$ cat src/rtl/soundrive_fifo.sv
// Soundrive/Covox-style multi-channel 8-bit DAC on the Z80 I/O bus. Each channel can
// optionally be backed by a sample FIFO that is drained by an external sample-rate tick.
module soundrive_fifo #(
  parameter int          CHANNELS    = 4,
  parameter int          DEPTH       = 16,
  parameter bit          BUFFERED    = 1'b1,
  parameter logic [31:0] PORTS       = {8'h5F, 8'h4F, 8'h1F, 8'h0F},
  parameter logic [7:0]  STATUS_PORT = 8'hDF
) (
  input  logic                  clock,
  input  logic                  reset,
  input  logic                  ce,
  input  logic                  iorq,
  input  logic                  wr,
  input  logic                  rd,
  input  logic [7:0]            a,
  input  logic [7:0]            d,
  input  logic                  tick,
  output logic [8*CHANNELS-1:0] q,
  output logic [7:0]            dout,
  output logic                  doe
);

  localparam int AW = (DEPTH > 1) ? $clog2(DEPTH) : 1;
  localparam int CW = AW + 1;

  logic [CHANNELS-1:0] wsel;
  logic [CHANNELS-1:0] push;
  logic [CHANNELS-1:0] full;
  logic [CHANNELS-1:0] underrun;
  logic [CHANNELS-1:0] wprev_q;
  logic                rsel;
  logic                rprev_q;
  logic                clrUnder;

  always_comb begin
    wsel = '0;
    for (int i = 0; i < CHANNELS; i++) begin
      wsel[i] = !iorq && !wr && (a == PORTS[8*i +: 8]);
    end
  end

  // Edge detect on ce cycles: one push per I/O cycle however long the strobe is held.
  assign push     = {CHANNELS{ce}} & wsel & ~wprev_q;
  assign rsel     = !iorq && !rd && (a == STATUS_PORT);
  assign doe      = rsel;
  assign clrUnder = ce && rprev_q && !rsel;

  always_ff @(posedge clock) begin
    if (reset) begin
      wprev_q <= '0;
      rprev_q <= 1'b0;
    end else if (ce) begin
      wprev_q <= wsel;
      rprev_q <= rsel;
    end
  end

  always_comb begin
    dout = '0;
    for (int i = 0; i < CHANNELS; i++) begin
      dout[i]     = underrun[i];
      dout[4 + i] = full[i];
    end
  end

  for (genvar g = 0; g < CHANNELS; g++) begin : gChan
    logic [7:0] sample_q;

    assign q[8*g +: 8] = sample_q;

    if (BUFFERED) begin : gFifo
      logic [7:0]    mem_q [DEPTH];
      logic [AW-1:0] wrPtr_q;
      logic [AW-1:0] rdPtr_q;
      logic [CW-1:0] count_q;
      logic [CW-1:0] count_d;
      logic          underrun_q;
      logic          pop;
      logic          accept;

      assign full[g]     = (count_q == CW'(DEPTH));
      assign pop         = tick && (count_q != '0);
      // A same-clock pop frees the slot that a push into a full FIFO lands in.
      assign accept      = push[g] && (!full[g] || tick);
      assign count_d     = count_q + CW'(accept) - CW'(pop);
      assign underrun[g] = underrun_q;

      always_ff @(posedge clock) begin
        if (accept) begin
          mem_q[wrPtr_q] <= d;
        end
      end

      always_ff @(posedge clock) begin
        if (reset) begin
          wrPtr_q    <= '0;
          rdPtr_q    <= '0;
          count_q    <= '0;
          sample_q   <= '0;
          underrun_q <= 1'b0;
        end else begin
          if (accept) begin
            wrPtr_q <= wrPtr_q + AW'(1);
          end
          if (pop) begin
            sample_q <= mem_q[rdPtr_q];
            rdPtr_q  <= rdPtr_q + AW'(1);
          end
          count_q <= count_d;
          if (tick && (count_q == '0)) begin
            underrun_q <= 1'b1;
          end else if (clrUnder) begin
            underrun_q <= 1'b0;
          end
        end
      end
    end else begin : gDirect
      logic unused_inputs;

      assign unused_inputs = tick | clrUnder;
      assign full[g]       = 1'b0;
      assign underrun[g]   = 1'b0;

      always_ff @(posedge clock) begin
        if (reset) begin
          sample_q <= '0;
        end else if (push[g]) begin
          sample_q <= d;
        end
      end
    end
  end

endmodule

$ cat config.mk
export PLATFORM = sky130hd
export DESIGN_NAME = soundrive_fifo
export DESIGN_NICKNAME = d
export VERILOG_FILES = /design/src/rtl/soundrive_fifo.sv
export SDC_FILE = /design/constraint.sdc
export NUM_CORES = 1
export LEC_CHECK = 0
export BUFFER_PORTS_ARGS = -buffer_cell sky130_fd_sc_hd__buf_2
export CAP_MARGIN = 20
export CORE_MARGIN = 3
export CORE_UTILIZATION = 55
export DETAILED_ROUTE_END_ITERATION = 10
export GPL_ROUTABILITY_DRIVEN = 1
export PLACE_DENSITY = 0.77
export SLEW_MARGIN = 5
export SYNTH_ARGS = -nofsm -noshare
export SYNTH_HDL_FRONTEND = slang
export SYNTH_SLANG_ARGS = --single-unit
$ cat constraint.sdc
create_clock -name clock -period 6.4 [get_ports clock]
set_input_delay 1.28 -clock clock [delete_from_list [all_inputs] [get_ports clock]]
set_output_delay 1.28 -clock clock [all_outputs]
set_load 0.01 [all_outputs]
# Word-level counts from Yosys, hierarchy flattened
# Memories as Yosys holds them, arrays and structs flattened. A register that Yosys moved wholly into a read port is not among the register bits.
# Cells that the tools add are included.
# totals
regBits	61
mem_bits_rw	512
in_bits	23
output_inout_bits	41
elab_cells	108
memories	4
# classes
addsub	16
n_eq_ne	9
n_mux	13
bitwise	3
reduce_logical	45
# memory_table
memory	words	width	read_ports	rd_clocked_by_memory_dff	wr	line_no	source
gChan[0].gFifo.mem_q	16	8	1	1	1	73	logic [7:0] mem_q [DEPTH];
gChan[1].gFifo.mem_q	16	8	1	1	1	73	
gChan[2].gFifo.mem_q	16	8	1	1	1	73	
gChan[3].gFifo.mem_q	16	8	1	1	1	73	
# ops
cell	n
4-bit by 1-bit adder with 4-bit output (second input constant)	8
1-bit logical AND	21
5-bit by 1-bit adder with 5-bit output	4
5-bit equality test (second input constant)	4
5-bit logical NOT	4
5-bit nonzero test	4
5-bit by 1-bit subtractor with 5-bit output	4
8-bit by 7-bit equality test with 1-bit output (second input constant)	2
1-bit 2-to-1 mux	13
4-bit bitwise AND	2
8-bit by 4-bit equality test with 1-bit output (second input constant)	1
8-bit by 5-bit equality test with 1-bit output (second input constant)	1
8-bit equality test (second input constant)	1
1-bit logical NOT	8
2-bit nonzero test	4
1-bit logical OR	4
4-bit inverter	1

# Longest topological paths before layout
# Gate-level depths: netlist of run 1.
# depth
ltp_word	8
mapped_depth	16
mapped_depth_nobuf	15

# Worst setup path after synthesis of run 1
# OpenSTA, ideal clock, no wires.
# synth_path
path_type	input to register
from	input port a[5]
to	register gChan[2].gFifo.count_q[4]
setup_time_ns	0.070
t_arrival_ns	3.925
required_time_ns	6.330
path_slack_ns	2.404
stages	13
n_path_buf	1
cell_sequence	and4b_1 -> nand4_2 -> nor2_2 -> clkbuf_1 -> inv_1 -> ha_1 -> inv_1 -> ha_1 -> fa_1 -> a21oi_1 -> nor2_1 -> or3_1 -> a21oi_1
# synth_via
elab_chain_cells	7
# synth_rtl
element	line_no	source
from (decl)	16	input logic [7:0] a,
8-bit by 7-bit equality test with 1-bit output	39	wsel[i] = !iorq && !wr && (a == PORTS[8*i +: 8]);
1-bit logical AND	39	
4-bit bitwise AND (2 in series)	44	assign push = {CHANNELS{ce}} & wsel & ~wprev_q;
1-bit logical AND	85	assign accept = push[g] && (!full[g] || tick);
5-bit by 1-bit adder with 5-bit output	86	assign count_d = count_q + CW'(accept) - CW'(pop);
5-bit by 1-bit subtractor with 5-bit output	86	
to (signal assigned)	110	count_q <= count_d;
to (decl)	76	logic [CW-1:0] count_q;
# Every way passes these cells.
# A chain may end at the register's enable or synchronous reset.

# Final worst setup path of run 1
# layout_path
from	input port a[7]
to	register gChan[2].gFifo.count_q[4]
# Same word-level chain as after synthesis.

==> impl_metrics.ini, run 1 <==
[status]
outcome = finished, final reports clean

[sta]
worstMarginPinSlew_ns = 1.09
finalSetupViolations = 0
finClkSkew_ns = 0.0286
min_period_ns = 3.96
drv_slew = 0
timing.final.ws_setup_ns = 2.44
finalSetupTns_ns = 0
timing.final.crit_share = 0.618
fmax_mhz = 253
whs_ns = 0.472
rsz0062_at_grt = false
maxSlewHeadroom = 0.270
hold_violations = 0

[job]
cap_violations = 0

[yosys]
ys.flop_type = edfxtp_1
async_flop_share = 0
synth_edf_count = 512
syn-num-nets = 1387
ys_ff_latch = 605
ys_warn_count = 0
avgSynthCellArea_um2 = 18.4
yosysSeqAreaShare = 0.710
synth.distinct_cells = 45
syn-cell-area_um2 = 24300
syn_inst = 1316

[place]
dp_hpwl_um = 28400
gp_congestion = 0.778
placed_area_um2 = 25100
portBuffers = 63
place_inst = 1912
dp_slack_ns = 1.87

[setup_path]
r2r_cells = 14
crit_slowest_cell = nor2_2
start_kind = input pin
crit_path_end_kind = flop
crit_chain = buf_2, nor4b_4, nand4_2, nor2_2, inv_1, ha_1, inv_1, ha_1, fa_1, a21oi_1, nor2_1, or3_1, a21oi_1
critPathMaxFanout = 18
endpoint = gChan[2].gFifo.count_q[4]
path_buf_inv = 3
crit_cells = 13
critPathTopFamily = simple AND/OR/NAND/NOR gates
max_stage_delay_ns = 0.53
r2r_slack_ns = 2.86
critical_path_required_ns = 6.95
worstSetupStartpoint = a[7]
timing.rr.end = gChan[3].gFifo.count_q[4]
r2r_start = gChan[3].gFifo.count_q[3]
crit_type = in -> reg
cp.arrival_ns = 4.51

[global_route]
grt_use_met1 = 0.300
grt_pass1_wl_um = 74800
grt_pass1_vias = 12700
antenna_found_initial = 1
met2_usage = 0.339
use_met3 = 0.0330
grt_usage = 0.210
grt_overflow = 0
grt_max_degree = 71
top_usage_layer = met2

[clock_tree]
cts.clk_slew.worst_paths_ns = 0.06
postCtsSetupBuffers = 0
cts_num_sinks = 605
cts_resized = 0
clock_latency_ns = 0.62
hold_buffers = 0
cts_inserted_buffers = 58
clockRootBuffer = clkbuf_16
htreeDepth = 2
cts_tree = done
cts.path.max_buffers = 3

[finish]
fin_nets = 1462
fillers = 3006
design_area_um2 = 27200
drive_gt1_frac = 0.223
synthToLayoutAreaGrowth_pct = 11.9
final_util = 0.626
finalNonFillerCells = 2027

[hold_path]
holdCritPathClass = reg -> reg

[pwr]
p_sw_frac = 0.251
p_sw_mw = 2.41
finalPower_mw = 9.60
combinationalPowerShare = 0.167
p_int_mw = 7.19
p_per_area_nw_per_um2 = 353
ir_drop_mv = 0.308
pwr-share-clk = 0.359
p_seq_frac = 0.474
power.leakage_nw = 9.14

[routing]
wl_per_cell_um = 23.8
drtAntennaViolNets = 0
totalWireLength_um = 48300
vias = 12300
drt_iter0_drc = 1157
via_per_inst = 6.07
drc_errors = 0
first_pass_iters = 5

[die]
dieArea_um2 = 46700
initial_core_util = 0.560
die_w_um = 216
rows = 76
die-height_um = 216
ios = 64
core_area_um2 = 43400
-- flip-flops by register name, summed over array words and instances, names as in the netlist --
| name | count |
|---|---|
| gChan.gFifo.mem_q | 512 |
| gChan.sample_q | 32 |
| gChan.gFifo.count_q | 20 |
| gChan.gFifo.rdPtr_q | 16 |
| gChan.gFifo.wrPtr_q | 16 |
| gChan.gFifo.underrun_q | 4 |
| wprev_q | 4 |
| rprev_q | 1 |
-- per-layer routing --
layer | part of all wire | wire [um] | vias to the layer above
met5 | 0 | 0 | -
met4 | 0.025 | 1220 | 0
met3 | 0.064 | 3110 | 82
met2 | 0.48 | 23400 | 391
met1 | 0.43 | 20600 | 6405
li1 | - | - | 5430
-- power groups by stage --
stage	combinational (mW)	clock (mW)	sequential [mW]
floorplan	1.21	0	4.59
detailed placement	1.58	0	4.65
finish	1.60	3.45	4.55
global route	1.77	3.66	4.56
global placement	1.53	0	4.65
CTS	1.59	3.49	4.57
-- final cells by class --
cell class | instances | area, um^2 | area share
Multi-Input combinational cell | 592 | 6540 | 0.241
Antenna cell | 1 | 2.50 | 0.0000921
Clock buffer | 84 | 1670 | 0.0615
Tap cell | 585 | 732 | 0.0269
Clock inverter | 26 | 275 | 0.0101
Sequential cell | 605 | 17200 | 0.635
Timing Repair Buffer | 83 | 517 | 0.0190
Inverter | 51 | 191 | 0.00705
-- worst min-delay path by stage --
| stage | cells past startpoint | startpoint | to |
|---|---|---|---|
| 3_3_place_gp | 1 | gChan[2].gFifo.underrun_q | gChan[2].gFifo.underrun_q |
| 3_5_place_dp | 2 | wprev_q[0] | wprev_q[0] |
| 2_1_floorplan | 1 | gChan[0].gFifo.underrun_q | gChan[0].gFifo.underrun_q |
| 4_1_cts | 2 | wprev_q[0] | wprev_q[0] |
| 6_report | 2 | wprev_q[0] | wprev_q[0] |
| 5_1_grt | 1 | gChan[2].gFifo.underrun_q | gChan[2].gFifo.underrun_q |
-- Yosys cell counts, types with 5 or more instances --
cell,instances,area (um^2)
edfxtp_1,512,15400
mux4_2,128,2880
dfxtp_1,93,1860
mux2i_1,65,651
and3_1,64,400
inv_1,51,191
ha_1,44,551
a21oi_1,32,160
nand3b_1,32,240
o221ai_1,32,280
buf_2,28,140
clkbuf_1,28,105
nor2_1,24,90.1
nor2b_1,21,131
nand2_1,16,60.1
nand3_1,14,70.1
or3_1,14,87.6
o21ai_0,12,60.1
o31ai_1,12,90.1
xnor2_1,10,87.6
or4_1,8,60.1
xor2_1,8,70.1
a21o_1,6,45.0
buf_1,5,18.8
-- kinds of logic after synthesis --
logic type / count (synthesis) / synth area share
multiplexers: 193 / 0.146
flip-flops: 605 / 0.710
AO/OA/AOI/OAI: 103 / 0.0292
adder cells (fa/ha/maj): 48 / 0.0260
buffers and inverters: 119 / 0.0206
AND/OR/NAND/NOR: 230 / 0.0620
XOR/XNOR: 18 / 0.00650
-- worst reg2reg max path, stage by stage, from the launching register on --
cell and delay [ns]:
dfxtp_1 0.32, inv_1 0.08, ha_1 0.15, or4b_2 0.70, nand2_1 0.37, inv_1 0.25, ha_1 0.34, inv_1 0.06
ha_1 0.16, inv_1 0.06, fa_1 0.40, nor2b_1 0.17, o21bai_1 0.12, nand3_1 0.11, nor3b_1 0.17
-- cells in the final DEF, fill, tap and decap left out, types with 5 or more instances in the layout --
cell type,Yosys,layout
clkbuf_1,28,15
bufinv_16,0,5
and3_1,64,64
a21oi_1,32,32
o221ai_1,32,32
ha_1,44,44
clkinv_2,0,7
o31ai_1,12,12
clkbuf_16,0,59
o21ai_0,12,12
clkinv_1,0,7
mux2i_1,65,65
dfxtp_1,93,89
clkbuf_8,0,10
inv_1,51,51
xnor2_1,10,10
a21o_1,6,6
edfxtp_1,512,512
nand2_1,16,16
nand3_1,14,14
nand3b_1,32,32
or3_1,14,14
buf_2,28,62
nor2b_1,21,21
xor2_1,8,8
buf_4,4,17
mux4_2,128,128
or4_1,8,8
nor2_1,24,24
Note: power is estimated with default switching activity, not from simulation.
==> run 2, diff against run 1 <==
--- a/config.mk
+++ b/config.mk
@@ -11,7 +11,7 @@
 export CORE_UTILIZATION = 55
 export DETAILED_ROUTE_END_ITERATION = 10
 export GPL_ROUTABILITY_DRIVEN = 1
-export PLACE_DENSITY = 0.77
+export PLACE_DENSITY = 0.79
 export SLEW_MARGIN = 5
 export SYNTH_ARGS = -nofsm -noshare
 export SYNTH_HDL_FRONTEND = slang
==> constraint.sdc (replaced) <==
create_clock -name clock -period 3.5 [get_ports clock]
set_input_delay 0.7 -clock clock [delete_from_list [all_inputs] [get_ports clock]]
set_output_delay 0.7 -clock clock [all_outputs]
set_load 0.01 [all_outputs]
==> impl_metrics.ini, run 2 (synthesized netlist as in run 1, its figures left out) <==
[status]
outcome = finished, final reports clean

[sta]
finalSetupViolations = 0
rsz0062_at_grt = false
whs_ns = 0.418
fmax_mhz = 310
timing.final.crit_share = 0.922
finClkSkew_ns = 0.0123
maxSlewHeadroom = 0.280
min_period_ns = 3.23
hold_violations = 0
worstMarginPinSlew_ns = 1.08
drv_slew = 0
finalSetupTns_ns = 0

[routing]
vias = 12300
totalWireLength_um = 48900
first_pass_iters = 7
wl_met2_um = 23800
wl_met3_um = 3160
met1_length_um = 20600
drt_iter0_drc = 1157
top_layer = met4
via_per_inst = 6.03
drc_errors = 0
wl_per_cell_um = 23.9
drtAntennaViolNets = 0

[setup_path]
crit_path_end_kind = flop
r2r_cells = 13
critPathMaxFanout = 4
cp.arrival_ns = 3.75
crit_type = reg -> reg
critical_path_required_ns = 4.02
endpoint = gChan[2].gFifo.count_q[4]
r2r_start = gChan[2].gFifo.count_q[2]
worstSetupStartpoint = gChan[2].gFifo.count_q[2]
r2r_slack_ns = 0.27
start_kind = flop
timing.rr.end = gChan[2].gFifo.count_q[4]

[die]
die_w_um = 216
ios = 64
core_area_um2 = 43400
rows = 76
dieArea_um2 = 46700
initial_core_util = 0.560
die-height_um = 216

[finish]
regArea_um2 = 17200
synthToLayoutAreaGrowth_pct = 11.9
drive_gt1_frac = 0.231
fillers = 2976
final_common_cell = edfxtp_1
regMostFlops = gChan.gFifo.mem_q
largest_register_ffs = 512
multiInputGateArea_um2 = 6540
antenna_cells = 0
fin_nets = 1484
reg_top3 = gChan.gFifo.mem_q x512, gChan.sample_q x32, gChan.gFifo.count_q x20
layout_common_cells = edfxtp_1 (512), mux4_2 (128), dfxtp_1 (89)

[clock_tree]
cts_resized = 0
clock_latency_ns = 0.60
cts.path.max_buffers = 3
clockRootBuffer = clkbuf_16
cts_inserted_buffers = 57
postCtsSetupBuffers = 0
cts_tree = done
hold_buffers = 0
htreeDepth = 2
cts_num_sinks = 605
cts.clk_slew.worst_paths_ns = 0.06

[place]
dp_hpwl_um = 30400
portBuffers = 63
gp_congestion = 0.792

[global_route]
grt_pass1_wl_um = 75100
grt_overflow = 0
grt_max_degree = 65
grt_usage = 0.211
antenna_found_initial = 0
grt_pass1_vias = 12700

[pwr]
p_per_area_nw_per_um2 = 628
power.leakage_nw = 9.16
ir_drop_mv = 0.374

[hold_path]
holdCritPathClass = in -> reg

[job]
cap_violations = 0
==> run 2: cell types whose count changed in the layout (fill, tap and decap cells not counted), moves of 2 or more <==
cell and change:
buf_12 +3, buf_4 +19, bufinv_16 -5, clkbuf_1 +7
clkbuf_16 -2, clkbuf_8 -3, clkinv_1 -4, clkinv_2 +5
==> run 2: final cells by class <==
| class | count | share of cell area |
|---|---|---|
| Inverter | 51 | 0.00705 |
| Multi-Input combinational cell | 592 | 0.241 |
| Clock inverter | 19 | 0.00378 |
| Sequential cell | 605 | 0.635 |
| Timing Repair Buffer | 106 | 0.0276 |
| Tap cell | 585 | 0.0270 |
| Clock buffer | 86 | 0.0591 |
==> run 2: how the worst min path moves through the flow <==
| stage | from | endpoint | slack, ns | depth (start not counted) |
|---|---|---|---|---|
| final | ce | rprev_q | 0.42 | 3 |
| after global routing | ce | rprev_q | 0.45 | 3 |
| after CTS | ce | rprev_q | 0.40 | 3 |
| after detailed placement | wprev_q[0] | wprev_q[0] | 0.46 | 2 |
| after global placement | wprev_q[0] | wprev_q[0] | 0.45 | 2 |
| after floorplan | gChan[0].gFifo.underrun_q | gChan[0].gFifo.underrun_q | 0.44 | 1 |
==> run 2: layer usage <==
layer,track usage,vias to the layer above
li1,-,5471
met1,0.295,6355
met2,0.341,409
met3,0.0391,93
met4,0.0718,0
met5,0,-
==> run 2: power by group <==
part           internal [mW]  total (mW)  switching (mW)
clock network           3.16        5.70            2.54
registers               8.06        8.49           0.426
logic                   1.47        2.86            1.39
==> run 2: per-stage QoR <==
stage	instances	power (mW)	util	area, um^2	worst slack, ns
3_5_place_dp	1933	11.5	0.584	25300	0.135
5_1_grt	2044	17.7	0.626	27200	0.0803
2_1_floorplan	1316	10.6	-	24300	0.0845
6_report	2044	17.0	0.626	27200	0.273
4_1_cts	2038	17.1	0.624	27000	0.268
3_3_place_gp	1932	11.4	0.583	25300	0.162
==> run 2: critical path, stage by stage, from the launching register on <==
cell and delay, ns:
dfxtp_1 0.32, inv_1 0.07, ha_1 0.16, or4b_2 0.63, nand2_1 0.15, inv_1 0.14
ha_1 0.30, inv_1 0.04, ha_1 0.20, fa_1 0.43, a21oi_1 0.17, nor2_1 0.06
or3_1 0.34, a21oi_1 0.15
